File: src/rtl/xbar_pkg.sv
// ======================================================================
// xbar_pkg : shared constants, FSM encoding and round-robin helper
// Rev 1.0
// ======================================================================
`default_nettype none

package xbar_pkg;

    localparam int N_MST = 2;
    localparam int N_SLV = 2;
    localparam int MST_W = 1;

    localparam logic [1:0] ST_IDLE = 2'd0;
    localparam logic [1:0] ST_BUSY = 2'd1;
    localparam logic [1:0] ST_REL  = 2'd2;

    // With two candidates the master that was not served last wins.
    function automatic logic [MST_W-1:0] rr_pick(input logic [N_MST-1:0] cand,
                                                 input logic [MST_W-1:0] last);
        if (cand[0] && cand[1]) begin
            return ~last;
        end
        return MST_W'(cand[1]);
    endfunction

endpackage

`default_nettype wire

File: src/rtl/xbar_arbiter_if.sv
// ======================================================================
// xbar_arbiter_if : master request / slave route bundle for the arbiter
// Rev 1.0
// ======================================================================
`default_nettype none

interface xbar_arbiter_if;
    import xbar_pkg::*;

    logic [N_MST-1:0] m_req;
    logic [N_MST-1:0] m_dst;
    logic [N_MST-1:0] m_gnt;
    logic [N_SLV-1:0] s_ack;
    logic [N_SLV-1:0] sel;
    logic [N_SLV-1:0] s_en;
    logic [N_SLV-1:0] tout;

    modport slave  (input  m_req, m_dst, s_ack, output sel, s_en, m_gnt, tout);
    modport master (output m_req, m_dst, s_ack, input  sel, s_en, m_gnt, tout);

endinterface

`default_nettype wire

File: src/rtl/xbar_slave_arb.sv
// ======================================================================
// xbar_slave_arb : per-slave grant FSM with round-robin and timeout
// Rev 1.0
// ======================================================================
`default_nettype none

module xbar_slave_arb
    import xbar_pkg::*;
#(
    parameter int TOUT_W   = 8,
    parameter int TOUT_CYC = 200
) (
    input  wire logic             clk,
    input  wire logic             reset,
    input  wire logic [N_MST-1:0] cand,
    input  wire logic [N_MST-1:0] m_req,
    input  wire logic             s_ack,
    output logic      [MST_W-1:0] sel,
    output logic                  s_en,
    output logic                  tout
);

    localparam bit               C_TOUT_EN   = (TOUT_CYC > 0);
    localparam logic [TOUT_W-1:0] C_TOUT_LAST = TOUT_W'((TOUT_CYC > 0) ? TOUT_CYC - 1 : 0);

    logic [1:0]        state_q, state_d;
    logic [MST_W-1:0]  sel_q, sel_d;
    logic [MST_W-1:0]  rr_q, rr_d;
    logic [TOUT_W-1:0] cnt_q, cnt_d;
    logic              tout_q, tout_d;

    always_ff @(posedge clk or posedge reset) begin
        if (reset) begin
            state_q <= ST_IDLE;
            sel_q   <= '0;
            rr_q    <= '0;
            cnt_q   <= '0;
            tout_q  <= 1'b0;
        end else begin
            state_q <= state_d;
            sel_q   <= sel_d;
            rr_q    <= rr_d;
            cnt_q   <= cnt_d;
            tout_q  <= tout_d;
        end
    end

    // sel_q doubles as the owner index while BUSY and holds through REL/IDLE.
    always_comb begin
        state_d = state_q;
        sel_d   = sel_q;
        rr_d    = rr_q;
        cnt_d   = cnt_q;
        tout_d  = 1'b0;
        case (state_q)
            ST_IDLE: begin
                if (|cand) begin
                    sel_d   = rr_pick(cand, rr_q);
                    cnt_d   = '0;
                    state_d = ST_BUSY;
                end
            end
            ST_BUSY: begin
                if (s_ack) begin
                    state_d = ST_REL;
                    rr_d    = sel_q;
                end else if (!m_req[sel_q]) begin
                    state_d = ST_IDLE;
                end else if (C_TOUT_EN && (cnt_q == C_TOUT_LAST)) begin
                    state_d = ST_REL;
                    tout_d  = 1'b1;
                    rr_d    = sel_q;
                end else if (cnt_q != '1) begin
                    cnt_d = cnt_q + TOUT_W'(1);
                end
            end
            ST_REL:  state_d = ST_IDLE;
            default: state_d = ST_IDLE;
        endcase
    end

    always_comb begin
        sel  = sel_q;
        s_en = (state_q == ST_BUSY);
        tout = tout_q;
    end

endmodule

`default_nettype wire

File: src/rtl/xbar_arbiter.sv
// ======================================================================
// xbar_arbiter : 2x2 crossbar route arbiter, one FSM per slave
// Rev 1.0
// ======================================================================
`default_nettype none

module xbar_arbiter
    import xbar_pkg::*;
#(
    parameter int TOUT_W   = 8,
    parameter int TOUT_CYC = 200
) (
    input wire logic       clk,
    input wire logic       reset,
    xbar_arbiter_if.slave  bus
);

    logic [N_SLV-1:0] w_sel;
    logic [N_SLV-1:0] w_s_en;
    logic [N_SLV-1:0] w_tout;
    logic [N_MST-1:0] w_gnt;

    for (genvar s = 0; s < N_SLV; s++) begin : g_slv
        logic [N_MST-1:0] w_cand;

        // An idle master's address is don't-care; the AND keeps X out of the FSM.
        always_comb begin
            for (int m = 0; m < N_MST; m++) begin
                w_cand[m] = bus.m_req[m] & (bus.m_dst[m] == 1'(s));
            end
        end

        xbar_slave_arb #(
            .TOUT_W   (TOUT_W),
            .TOUT_CYC (TOUT_CYC)
        ) u_arb (
            .clk   (clk),
            .reset (reset),
            .cand  (w_cand),
            .m_req (bus.m_req),
            .s_ack (bus.s_ack[s]),
            .sel   (w_sel[s]),
            .s_en  (w_s_en[s]),
            .tout  (w_tout[s])
        );
    end

    always_comb begin
        w_gnt = '0;
        for (int s = 0; s < N_SLV; s++) begin
            for (int m = 0; m < N_MST; m++) begin
                if (w_s_en[s] && (w_sel[s] == 1'(m))) begin
                    w_gnt[m] = 1'b1;
                end
            end
        end
    end

    assign bus.sel   = w_sel;
    assign bus.s_en  = w_s_en;
    assign bus.tout  = w_tout;
    assign bus.m_gnt = w_gnt;

endmodule

`default_nettype wire

File: src/flat_wrapper.sv
// flat-port wrapper written by rule: the top's interface ports become plain ports
module xbar_arbiter_flat import xbar_pkg::*;
#(
    parameter int TOUT_W   = 8,
    parameter int TOUT_CYC = 200
)
  (clk, reset, bus_m_req, bus_m_dst, bus_s_ack, bus_sel, bus_s_en, bus_m_gnt, bus_tout);
  xbar_arbiter_if bus_i ();
  input wire logic clk;
  input wire logic reset;
  input wire logic [$bits(bus_i.m_req)-1:0] bus_m_req;
  input wire logic [$bits(bus_i.m_dst)-1:0] bus_m_dst;
  input wire logic [$bits(bus_i.s_ack)-1:0] bus_s_ack;
  output wire logic [$bits(bus_i.sel)-1:0] bus_sel;
  output wire logic [$bits(bus_i.s_en)-1:0] bus_s_en;
  output wire logic [$bits(bus_i.m_gnt)-1:0] bus_m_gnt;
  output wire logic [$bits(bus_i.tout)-1:0] bus_tout;
  assign bus_i.m_req = bus_m_req;
  assign bus_i.m_dst = bus_m_dst;
  assign bus_i.s_ack = bus_s_ack;
  assign bus_sel = bus_i.sel;
  assign bus_s_en = bus_i.s_en;
  assign bus_m_gnt = bus_i.m_gnt;
  assign bus_tout = bus_i.tout;
  xbar_arbiter #(.TOUT_W(TOUT_W), .TOUT_CYC(TOUT_CYC)) u_core (.clk(clk), .reset(reset), .bus(bus_i));
endmodule
File: config.mk
export PLATFORM = sky130hd
export DESIGN_NAME = xbar_arbiter_flat
export DESIGN_NICKNAME = d
export VERILOG_FILES = /design/src/rtl/xbar_pkg.sv /design/src/rtl/xbar_arbiter_if.sv /design/src/rtl/xbar_slave_arb.sv /design/src/rtl/xbar_arbiter.sv /design/src/flat_wrapper.sv
export SDC_FILE = /design/constraint.sdc
export NUM_CORES = 1
export LEC_CHECK = 0
export CORE_MARGIN = 2
export CORE_UTILIZATION = 35
export CTS_BUF_LIST = sky130_fd_sc_hd__clkbuf_8
export CTS_CLUSTER_SIZE = 16
export DETAILED_ROUTE_END_ITERATION = 8
export DONT_BUFFER_PORTS = 1
export GPL_ROUTABILITY_DRIVEN = 0
export HOLD_SLACK_MARGIN = 0.05
export SLEW_MARGIN = 20
export SYNTH_ARGS = -nofsm -noshare
export SYNTH_HDL_FRONTEND = slang
export SYNTH_HIERARCHICAL = 1
export SYNTH_SLANG_ARGS = --single-unit
export TNS_END_PERCENT = 10
File: constraint.sdc
create_clock -name clk -period 2.05 [get_ports clk]
set_input_delay 0.205 -clock clk [delete_from_list [all_inputs] [get_ports clk]]
set_output_delay 0.205 -clock clk [all_outputs]
set_load 0.05 [all_outputs]
Yosys cells after proc, flatten, opt, wreduce, memory -nomap -nowiden. Cells that the tools add are included.

Bits in registers: 26. Input port bits: 8. Output and inout bits: 8. Logic and storage cells: 120.

Add/sub/neg operators: 2. Magnitude comparators: 2. Eq/ne operators: 18. Multiplexer cells: 54. Bitwise operators: 10. Reductions and logical operators: 24.

Operators by type and width (number): $mux W8 (10); $mux W1 (32); $pmux W8 S2 (2); $add A8 B1 Y8 const B (2); $eq A8 B8 Y1 const B (2); $mux W2 (8); $ne A8 B8 Y1 const B (2); $ne A2 B2 Y1 const B (6); $reduce_and A6 Y1 (2); $reduce_bool A2 Y1 (6); $ne A2 B1 Y1 const B (4); $ne A4 B3 Y1 const B (2); $pmux W2 S2 (2); $reduce_and A2 Y1 (4); $logic_and A1 B1 Y1 (6); $not A1 Y1 (6); $reduce_and A3 Y1 (2); $and A1 B1 Y1 (4); $eq A2 B1 Y1 const B (2); $logic_not A2 Y1 (2); $lt A1 B2 Y1 const B (2); $reduce_or A2 Y1 (2).

Longest topological paths before layout. Gate-level depths: netlist (run 1).

Word-level depth: 7. Gate-level depth with buffers: 6. Mapped depth without buffers: 5.

Modules after synthesis. The synthesis (run 1) kept the hierarchy.

Modules (own cells, without submodules): xbar_slave_arb at u_core.g_slv[0].u_arb (instances 1, cells each 94, area each 853.3 µm², seq. area each 325.3 µm²); xbar_slave_arb at u_core.g_slv[1].u_arb (instances 1, cells each 78, area each 755.7 µm², seq. area each 325.3 µm²); xbar_arbiter (instances 1, cells each 8, area each 47.5 µm², seq. area each 0.0 µm²).

Worst setup path after synthesis (run 1). Ideal clock, no wire load.

Kind: register to output. Start point: reg u_core.g_slv[0].u_arb.state_q[1]. End point: out bus_m_gnt[0]. Arrival: 1.779 ns. Required time: 1.845 ns. Slack: 0.066 ns. Cell stages (with the launch flop): 5. Buffers on the path: 0. Cells stage by stage: dfrtp_1 nand2b_1 inv_1 inv_1 o22ai_1.

Cells in the longest elaborated chain, start to end: 4.

RTL lines: start, declared (RTL line xbar_slave_arb.sv:26) `logic [1:0] state_q, state_d;`; start signal, assigned (RTL line xbar_slave_arb.sv:40) `state_q <= state_d;`; $eq A2 B1 Y1 (RTL line xbar_slave_arb.sv:84) `s_en = (state_q == ST_BUSY);`; named net bus_s_en[0] (RTL line flat_wrapper.sv:15) `output wire logic [$bits(bus_i.s_en)-1:0] bus_s_en;`; $logic_and A1 B1 Y1 (RTL line xbar_arbiter.sv:52) `if (w_s_en[s] && (w_sel[s] == 1'(m))) begin`; $mux W1 (2 in series) (RTL line xbar_arbiter.sv:52); end, declared (RTL line flat_wrapper.sv:16) `output wire logic [$bits(bus_i.m_gnt)-1:0] bus_m_gnt;`.

The timed path passes the listed nets, and every way through them passes these cells.

Final worst setup path (run 1).
Start point: reg u_core.g_slv[0].u_arb.state_q[1]. End point: out bus_m_gnt[1].

Cells in the longest elaborated chain, start to end: 4.

RTL lines (RTL line): $eq A2 B1 Y1 (xbar_slave_arb.sv:84); $logic_and A1 B1 Y1 (xbar_arbiter.sv:52); $mux W1 (2 in series) (xbar_arbiter.sv:52).

No other way between the ends.

==> qor.txt, run 1 <==
GR Util All Layers = 15.2%
Initial antenna violation count = 0
Slew Limit Fails = 0
Hold Startpoint = bus_s_ack[1]
Startpoint Class = flop
Reg-to-reg slack, setup = 0.27 ns
Synthesized flop and latch total = 26
PortBufs = 0
Post-synthesis sequential area ratio = 39.3%
Least-Margin Pin Slew = 0.830 ns
Met1 wire length = 1.91 mm
Final setup violation count = 0
Area contributors post-synth = dfrtp_1 (39%), nor2_1 (4.1%), a31oi_1 (3.4%)
Die width = 72.8 microns
Grt ovf = 0
Post-synth top flop = dfrtp_1
Post-synth EDFFs = 0
Share of cells above drive strength 1 = 11.7%
Layout area overhead = 10.8%
Clock latency on the worst-skew pair = 0.28 ns
Crit path arrival time = 1.64 ns
Final std cells w/o fill = 242
Skew final = 0.0106 ns
Avg WL per Cell = 15.5 microns
Routed vias = 1402
Ys Warns = 6
Final worst path period share = 90.0%
I/O pins = 16
Rows = 25
Vias in the first global route = 1367
Via density = 5.79
Clock transition at path regs = 0.10 ns
H-Tree Depth = 1
CTS sink cnt = 26
Mapped Area = 0.00166 sq mm
HPWL after DPL = 2.77 mm
Final Hold Fails = 0
Cell with the most instances after synthesis = dfrtp_1
Synth top area share = 39.3%
CTS Buf Count = 3
DRT Pass-1 Iters = 4
DR WL met2 = 1.67 mm
Setup tns final = 0 ns
WL final = 3.74 mm
R2r startpoint = u_core/g_slv[1].u_arb/state_q[1]
Max Root-Sink Buffers = 2
Inserted Diodes = 0
Setup crit end kind = output port
VDD IR max = 437 uV
DRC viols = 0
Root buf cell = clkbuf_8
Synthesized net count = 190
TritonCTS clock tree = yes
Core ar. = 0.00463 sq mm
Antenna-violating nets left = 0
Top Metal Used = met4
Avg Cell Area, Syn = 9.20 sq um
Fmax = 542 MHz
Unrepaired setup endpoints after global routing = false
DR iter-0 viols = 119
Critical path required time = 1.85 ns
Crit Path Max Fanout = 13
Slew HR = 44.1%
Asr flop ratio synth = 100%
Critical path origin = u_core/g_slv[0].u_arb/state_q[1]
Initial core utilization = 35.8%
Min cycle time layout = 1.85 ns
Outcome = complete, no violations
Largest area contributor in the netlist = dfrtp_1
Pleak = 0.000763 uW
Metal3 WL = 132 microns
Post-synth top cells = dfrtp_1 (26), nor2_1 (18), nand2_1 (14)
FILL cells = 484
Die Span Y = 72.8 microns
Cell count after placement = 237
Pwr Total = 1820 uW
PostCTS Resize Cnt = 0
Largest net degree at the start of global routing = 16
PD cells = 994 mW/mm^2
CP Class = flop to output port
Net count, final = 199
Unique masters post-synth = 47
Area of the multi-input gates = 918 sq um
Post-synthesis cell count = 180
Flip-flop and latch area = 651 sq um
Die area = 0.00530 sq mm
Worst hold-check path type = input pin to flop
Max cap viols = 0
First-pass GRT wire length = 6.40 mm
## stage by stage
step | hold slack, ns | instance area (sq um) | utilization [%] | setup WS [ns]
after floorplan | 0.0820 | 1660 | - | 0.0657
after global placement | 0.166 | 1750 | 37.9 | 0.322
after detailed placement | 0.166 | 1750 | 37.9 | 0.300
after CTS | 0.0987 | 1840 | 39.6 | 0.186
after global routing | 0.108 | 1840 | 39.6 | 0.0787
final | 0.105 | 1840 | 39.6 | 0.205
## worst max-delay path, stage by stage, from the launching register on
cell and delay [ns]:
dfrtp_1 0.61, nand2b_1 0.24, inv_1 0.10, a22o_1 0.27
buf_12 0.15
## metal layers
metal | vias up | global-route usage [%]
met3 | 2 | 2.35
met1 | 682 | 22.1
met5 | - | 0
met2 | 23 | 23.1
met4 | 0 | 4.94
li1 | 695 | -
## timing repair
action,in CTS,in global routing
hold endpoints to repair,26,0
buffers inserted,0,0
hold buffers,1,0
## cell usage in the layout (no fill, tap or decap), types with 4 or more instances in the layout
cell type / instances
a31oi_1: 9
and3_1: 6
nand2b_1: 4
o31ai_1: 5
o21ai_0: 4
nor3_1: 7
nand3_1: 10
mux2i_1: 5
o311ai_1: 4
inv_1: 10
nand2_1: 14
o21ai_1: 4
nor2_1: 18
dfrtp_1: 26
buf_4: 8
## final timing paths
check                                                        end  cells past startpoint
worst min-delay path            u_core/g_slv[1].u_arb/state_q[1]                      1
max in group asynchronous         u_core/g_slv[0].u_arb/cnt_q[1]                      2
worst min register to register    u_core/g_slv[0].u_arb/cnt_q[7]                      1
worst max register to register    u_core/g_slv[1].u_arb/cnt_q[5]                      4
min in group asynchronous         u_core/g_slv[1].u_arb/cnt_q[4]                      2
worst max-delay path                                bus_m_gnt[1]                      4
## final cells by class
class / instances / area share [%]
inverters: 10 / 2.04
clock inverters: 1 / 1.64
repair buffers: 10 / 4.91
flip-flops and latches: 26 / 35.4
well taps: 54 / 3.68
multi-input cells: 138 / 50.0
clock buffers: 3 / 2.25
## state kept, by name (all words and copies together), names as in the netlist
| name | cells |
|---|---|
| u_core/g_slv.u_arb/cnt_q | 16 |
| u_core/g_slv.u_arb/rr_q | 2 |
| u_core/g_slv.u_arb/tout | 2 |
| u_core/g_slv.u_arb/sel | 2 |
| u_core/g_slv.u_arb/state_q | 4 |
## report_power, final
group	leakage, uW	internal (uW)	switching [uW]	total [uW]
clock	0.0000357	261	174	435
sequential	0.000347	610	131	741
combinational	0.000380	255	392	647
## kinds of logic after synthesis
kind of cell / share of synthesized area, %
simple gates: 28.8
compound gates: 20.1
flops: 39.3
buf+inv: 5.29
mux: 5.06
fa+ha+maj: 1.51
No activity file was read; power rests on OpenSTA's default activity.
==> run 2, diff against run 1 <==
Settings changed: CORE_UTILIZATION 35 to 33, SETUP_SLACK_MARGIN set to 0.05.
==> qor.txt, run 2 (synthesis gave the netlist of run 1 again) <==
Die width = 74.9 microns (+2.8%)
Crit path arrival time = 1.69 ns (+0.05 ns)
DR iter-0 viols = 71 (-40%)
Startpoint Class = flop
Worst hold-check path type = input pin to flop
I/O pins = 16 (unchanged)
Initial core utilization = 34.6% (-1.2 points)
Most flops, register = u_core/g_slv.u_arb/cnt_q
WL final = 3.66 mm (-2.2%)
Postcts setup bufs = 0 (unchanged)
Comb pwr share = 37.8% (+2.3 points)
Critical path's largest stage delay = 0.60 ns (about the same)
Clock latency on the worst-skew pair = 0.27 ns (about the same)
R2r startpoint = u_core/g_slv[1].u_arb/state_q[1]
Sequential fraction of design power = 42.2% (+1.6 points)
Core ar. = 0.00479 sq mm (+3.4%)
Inserted Diodes = 0 (unchanged)
DRC viols = 0 (unchanged)
Max Root-Sink Buffers = 2 (unchanged)
FILL cells = 468 (-3.3%)
CTS Buf Count = 3 (unchanged)
Max reg flops = 16 (unchanged)
Internal power = 1040 uW (-8.0%)
Crit Reg-Reg Endpoint = u_core/g_slv[1].u_arb/cnt_q[5]
Outcome = complete, no violations
H-Tree Depth = 1 (unchanged)
Fin area = 0.00183 sq mm (-0.41%)
Slew Limit Fails = 0 (unchanged)
Critical path required time = 1.85 ns (about the same)
CTS sink cnt = 26 (unchanged)
Antenna-violating nets left = 0 (unchanged)
Final setup violation count = 0 (unchanged)
Pwr Total = 1730 uW (-5.0%)
Hold Startpoint = bus_s_ack[1]
Largest net degree at the start of global routing = 15 (-1)
Share of cells above drive strength 1 = 11.2% (-0.47 points)
Critical-path top delay cell = dfrtp_1
Critical path cell sequence = nand2b_1, inv_1, a22o_1, buf_12
Worst slack, placed = 0.292 ns (-0.00768 ns)
Cell count after placement = 249 (+5.1%)
Routed vias = 1410 (+0.57%)
Net count, final = 198 (-0.50%)
Reg-to-reg slack, setup = 0.26 ns (about the same)
Biggest registers after layout = u_core/g_slv.u_arb/cnt_q: 16 flops, u_core/g_slv.u_arb/state_q: 4 flops
Net Sw Frac = 40.2% (+2.0 points)
Final Hold Fails = 0 (unchanged)
Commonest cells after routing, fill and taps aside = dfrtp_1 (26), nor2_1 (18), nand2_1 (14)
Post-DP Area = 0.00176 sq mm (+0.50%)
Setup crit end kind = output port
CP Class = flop to output port
TritonCTS clock tree = yes
Vias in the first global route = 1306 (-4.5%)
Die Span Y = 74.9 microns (+2.8%)
Unrepaired setup endpoints after global routing = false
Grt ovf = 0 (unchanged)
VDD IR max = 589 uV (+35%)
Root buf cell = clkbuf_8
Rows = 25 (unchanged)
Worst hold stages = 1 (unchanged)
Max cap viols = 0 (unchanged)
GR Util All Layers = 14.6% (-0.65 points)
PortBufs = 0 (unchanged)
R2R depth = 4 (unchanged)
HPWL after DPL = 2.69 mm (-2.7%)
Final Worst Setup Slack = 0.151 ns (-0.0542 ns)
Fmax = 526 MHz (-2.9%)
Slew HR = 48.0% (+3.9 points)
First-pass GRT wire length = 6.35 mm (-0.75%)
Setup tns final = 0 ns (unchanged)
Die area = 0.00560 sq mm (+5.7%)
Clock transition at path regs = 0.10 ns (about the same)
DRT Pass-1 Iters = 4 (unchanged)
Commonest non-fill, non-tap cell in the layout = dfrtp_1
Pleak = 0.000750 uW (-1.7%)
Layout area overhead = 10.3%
PD cells = 948 mW/mm^2 (-4.6%)
Clock power frac = 20.0% (-3.9 points)
Final std cells w/o fill = 254 (+5.0%)
Min cycle time layout = 1.90 ns (+0.0542 ns)
Skew final = 0.00196 ns (-0.00867 ns)
Via density = 5.55 (-4.2%)
Avg WL per Cell = 14.4 microns (-6.8%)
WHS Endpoint = u_core/g_slv[1].u_arb/state_q[1]
Crit Path Max Fanout = 13 (unchanged)
Final worst path period share = 92.7% (+2.6 points)
Least-Margin Pin Slew = 0.773 ns (-0.0577 ns)
Initial antenna violation count = 0 (unchanged)
NetSw = 697 uW (about the same)
[run 2: cell count changes in the layout (fill, tap and decap cells not counted)]
cell	change
clkbuf_8	+1
buf_4	-1
bufinv_16	-1
[run 2: metrics by stage]
stage	hold WS, ns	utilization (%)
finish	0.122	38.2
global route	0.116	38.2
CTS	0.116	38.2
detailed placement	0.160	36.8
global placement	0.159	36.8
floorplan	0.0820	-
[run 2: repair_timing]
item                      in CTS  in global routing
hold buffers                   1                  0
gates resized for setup        0                  0
hold endpoints to repair      26                  0
[run 2: how the worst max path moves through the flow]
stage                     cells after the start  slack [ns]                        endpoint                              from
after global routing                          4        0.06                    bus_m_gnt[1]  u_core/g_slv[0].u_arb/state_q[1]
final                                         4        0.15                    bus_m_gnt[1]  u_core/g_slv[0].u_arb/state_q[1]
after floorplan                               4        0.07                    bus_m_gnt[0]  u_core/g_slv[0].u_arb/state_q[1]
after detailed placement                      4        0.29  u_core/g_slv[1].u_arb/cnt_q[5]  u_core/g_slv[1].u_arb/state_q[1]
after CTS                                     4        0.14                    bus_m_gnt[1]  u_core/g_slv[0].u_arb/state_q[1]
after global placement                        5        0.31      u_core/g_slv[1].u_arb/rr_q    u_core/g_slv[1].u_arb/cnt_q[0]
[run 2: worst max-delay path: cells and delay by family (launching register included)]
kind,cells,cell delay (ns)
AND/OR/NAND/NOR,1,0.27
flip-flops,1,0.60
AO/OA/AOI/OAI,1,0.28
buffers and inverters,2,0.27
[run 2: area by class of cell]
class / count / area [sq um] / area share [%]
flip-flops and latches: 26 / 651 / 35.6
clock buffers: 4 / 55.1 / 3.01
well taps: 67 / 83.8 / 4.59
repair buffers: 9 / 82.6 / 4.52
inverters: 10 / 37.5 / 2.05
multi-input cells: 138 / 918 / 50.2
[run 2: per-layer routing]
metal	part of all wire (%)	up-vias	global-route usage, %	wire length, microns
li1	-	691	-	-
met1	51	669	22.0	1850
met2	41	46	20.7	1510
met3	6.5	4	2.54	239
met4	1.5	0	5.36	55
met5	0	-	0	0
[run 2: power groups by stage]
stage,Combinational [uW],Clock (uW),Sequential (uW)
2_1_floorplan,439,0,764
4_1_cts,661,356,730
6_report,655,346,732
3_5_place_dp,658,0,740
3_3_place_gp,657,0,740
5_1_grt,720,380,755
==> run 3, diff against run 2 <==
Settings changed: CORE_UTILIZATION 33 to 55, GPL_TIMING_DRIVEN set to 0, PLACE_DENSITY set to 0.7.
Clock period 2.05 ns to 2.15 ns, I/O delays scaled along.
==> qor.txt, run 3 (synthesis gave the netlist of run 1 again) <==
VDD IR max = 482 uV (-18%)
Reg-to-reg slack, setup = 0.15 ns (-0.11 ns)
CP Class = flop to output port
Setup crit end kind = output port
WL final = 3.56 mm (-2.6%)
Share of cells above drive strength 1 = 11.4% (+0.12 points)
Via density = 6.46 (+16%)
First-pass GRT wire length = 6.47 mm (+1.8%)
Max cap viols = 0 (unchanged)
Failing checks = DRC
R2r startpoint = u_core/g_slv[0].u_arb/sel
WHS = 0.117 ns (-0.00430 ns)
Antenna-violating nets left = 0 (unchanged)
HPWL after DPL = 2.67 mm (-1.0%)
Avg WL per Cell = 16.5 microns (+15%)
Max reg flops = 16 (unchanged)
PortBufs = 0 (unchanged)
Min cycle time layout = 2.04 ns
FILL cells = 239 (-49%)
Die width = 58.9 microns (-21%)
Final worst path period share = 94.7%
PD cells = 934 mW/mm^2 (-1.4%)
Inserted Diodes = 0 (unchanged)
DRC viols = 2 (+2)
Stages on the worst setup path = 4 (unchanged)
Net count, final = 196 (-1.0%)
Final core utilization = 63.9% (+26 points)
Setup tns final = 0 ns (unchanged)
Initial core utilization = 59.1% (+24 points)
DRT Pass-1 Iters = 6 (+2)
Root buf cell = clkbuf_8
Fmax = 491 MHz
Core ar. = 0.00281 sq mm (-41%)
Critical path cell sequence = nand2b_1, inv_1, inv_1, o22ai_4
Commonest cells after routing, fill and taps aside = dfrtp_1 (25), nor2_1 (18), nand2_1 (14)
DR iter-0 viols = 62 (-13%)
H-Tree Depth = 1 (unchanged)
Worst hold-check path type = input pin to flop
Critical path required time = 1.93 ns (+0.08 ns)
Rows = 19 (-24%)
Final Hold Fails = 0 (unchanged)
Skew final = 0.00688 ns (+0.00492 ns)
Grt ovf = 0 (unchanged)
I/O pins = 16 (unchanged)
Crit-path leading delay family = buffers and inverters
Pwr Total = 1680 uW (-3.3%)
R2R depth = 4 (unchanged)
Max Root-Sink Buffers = 2 (unchanged)
Startpoint Class = flop
Buffers plus inverters on the worst setup path = 2 (unchanged)
TritonCTS clock tree = yes
Layout area overhead = 8.23%
Critical path's largest stage delay = 0.43 ns (-0.17 ns)
Largest net degree at the start of global routing = 16 (+1)
End point of the critical path = bus_m_gnt[0]
Pleak = 0.000744 uW (-0.78%)
Crit Path Max Fanout = 4 (-9)
Biggest registers after layout = u_core/g_slv.u_arb/cnt_q: 16 flops, u_core/g_slv.u_arb/state_q: 4 flops
Critical path origin = u_core/g_slv[0].u_arb/state_q[1]
Crit Reg-Reg Endpoint = u_core/g_slv[0].u_arb/cnt_q[5]
CTS Buf Count = 3 (unchanged)
Outcome = complete, but fails checks
Postcts setup bufs = 0 (unchanged)
Clock transition at path regs = 0.10 ns (about the same)
Slew Limit Fails = 0 (unchanged)
Crit path arrival time = 1.82 ns (+0.13 ns)
Final setup violation count = 0 (unchanged)
Vias in the first global route = 1452 (+11%)
Fin area = 0.00179 sq mm (-1.9%)
Die Span Y = 58.9 microns (-21%)
CP most frequent cell = inv_1
Routed vias = 1396 (-0.99%)
Die area = 0.00347 sq mm (-38%)
Post-DP Area = 0.00170 sq mm (-3.8%)
Critical-path top delay cell = dfrtp_1
Most flops, register = u_core/g_slv.u_arb/cnt_q
Slew HR = 46.0% (-2.0 points)
Commonest non-fill, non-tap cell in the layout = dfrtp_1
GR Util All Layers = 23.9% (+9.3 points)
Least-Margin Pin Slew = 0.802 ns (+0.0296 ns)
Initial antenna violation count = 0 (unchanged)
Unrepaired setup endpoints after global routing = true
CTS sink cnt = 26 (unchanged)
Clock latency on the worst-skew pair = 0.27 ns (about the same)
## run 3: worst min path at each step
stage / start / to / cells past startpoint
floorplan: reset / u_core/g_slv[0].u_arb/cnt_q[0] / 1
global placement: reset / u_core/g_slv[1].u_arb/sel / 1
detailed placement: reset / u_core/g_slv[1].u_arb/rr_q / 1
CTS: bus_s_ack[1] / u_core/g_slv[1].u_arb/state_q[1] / 1
global route: bus_s_ack[1] / u_core/g_slv[1].u_arb/state_q[1] / 1
finish: bus_s_ack[1] / u_core/g_slv[1].u_arb/state_q[1] / 1
## run 3: layer usage
metal | share of wire [%] | wire length, microns | vias up | GRT usage, %
met2 | 54 | 1930 | 19 | 44.1
met3 | 2.2 | 80 | 4 | 2.86
met5 | 0 | 0 | - | 0
li1 | - | - | 686 | -
met1 | 43 | 1520 | 687 | 28.7
met4 | 0.84 | 30 | 0 | 7.47
## run 3: what timing repair did
action	in CTS	in global routing
gates resized for setup	1	3
setup endpoints to repair	2	8
endpoints found under the hold margin	26	0
hold buffers	1	0
## run 3: power breakdown
part	internal, uW	switching [uW]	leakage, uW
logic	189	319	0.000362
registers	582	179	0.000346
clock network	249	157	0.0000357
## run 3: stage by stage
stage / worst slack, ns / instances
6_report: 0.113 / 216
5_1_grt: -0.00799 / 216
4_1_cts: 0.00729 / 216
3_5_place_dp: 0.0490 / 211
3_3_place_gp: 0.0615 / 211
2_1_floorplan: 0.156 / 180
## run 3: area by class of cell
type / instances / area, sq um / share of cell area, %
Multi-Input combinational cell: 138 / 933 / 52.1
Timing Repair Buffer: 1 / 10.0 / 0.558
Sequential cell: 26 / 652 / 36.4
Clock inverter: 1 / 30.0 / 1.67
Inverter: 10 / 37.5 / 2.09
Clock buffer: 3 / 41.3 / 2.30
Buffer: 6 / 50.0 / 2.79
Tap cell: 31 / 38.8 / 2.16
## run 3: worst reg2reg max path: cells and delay by family, from the launching register on
kind | cells | cell delay (ns)
AND/OR/NAND/NOR | 1 | 0.14
flip-flops | 1 | 0.81
AO/OA/AOI/OAI | 2 | 0.53
multiplexers | 1 | 0.44
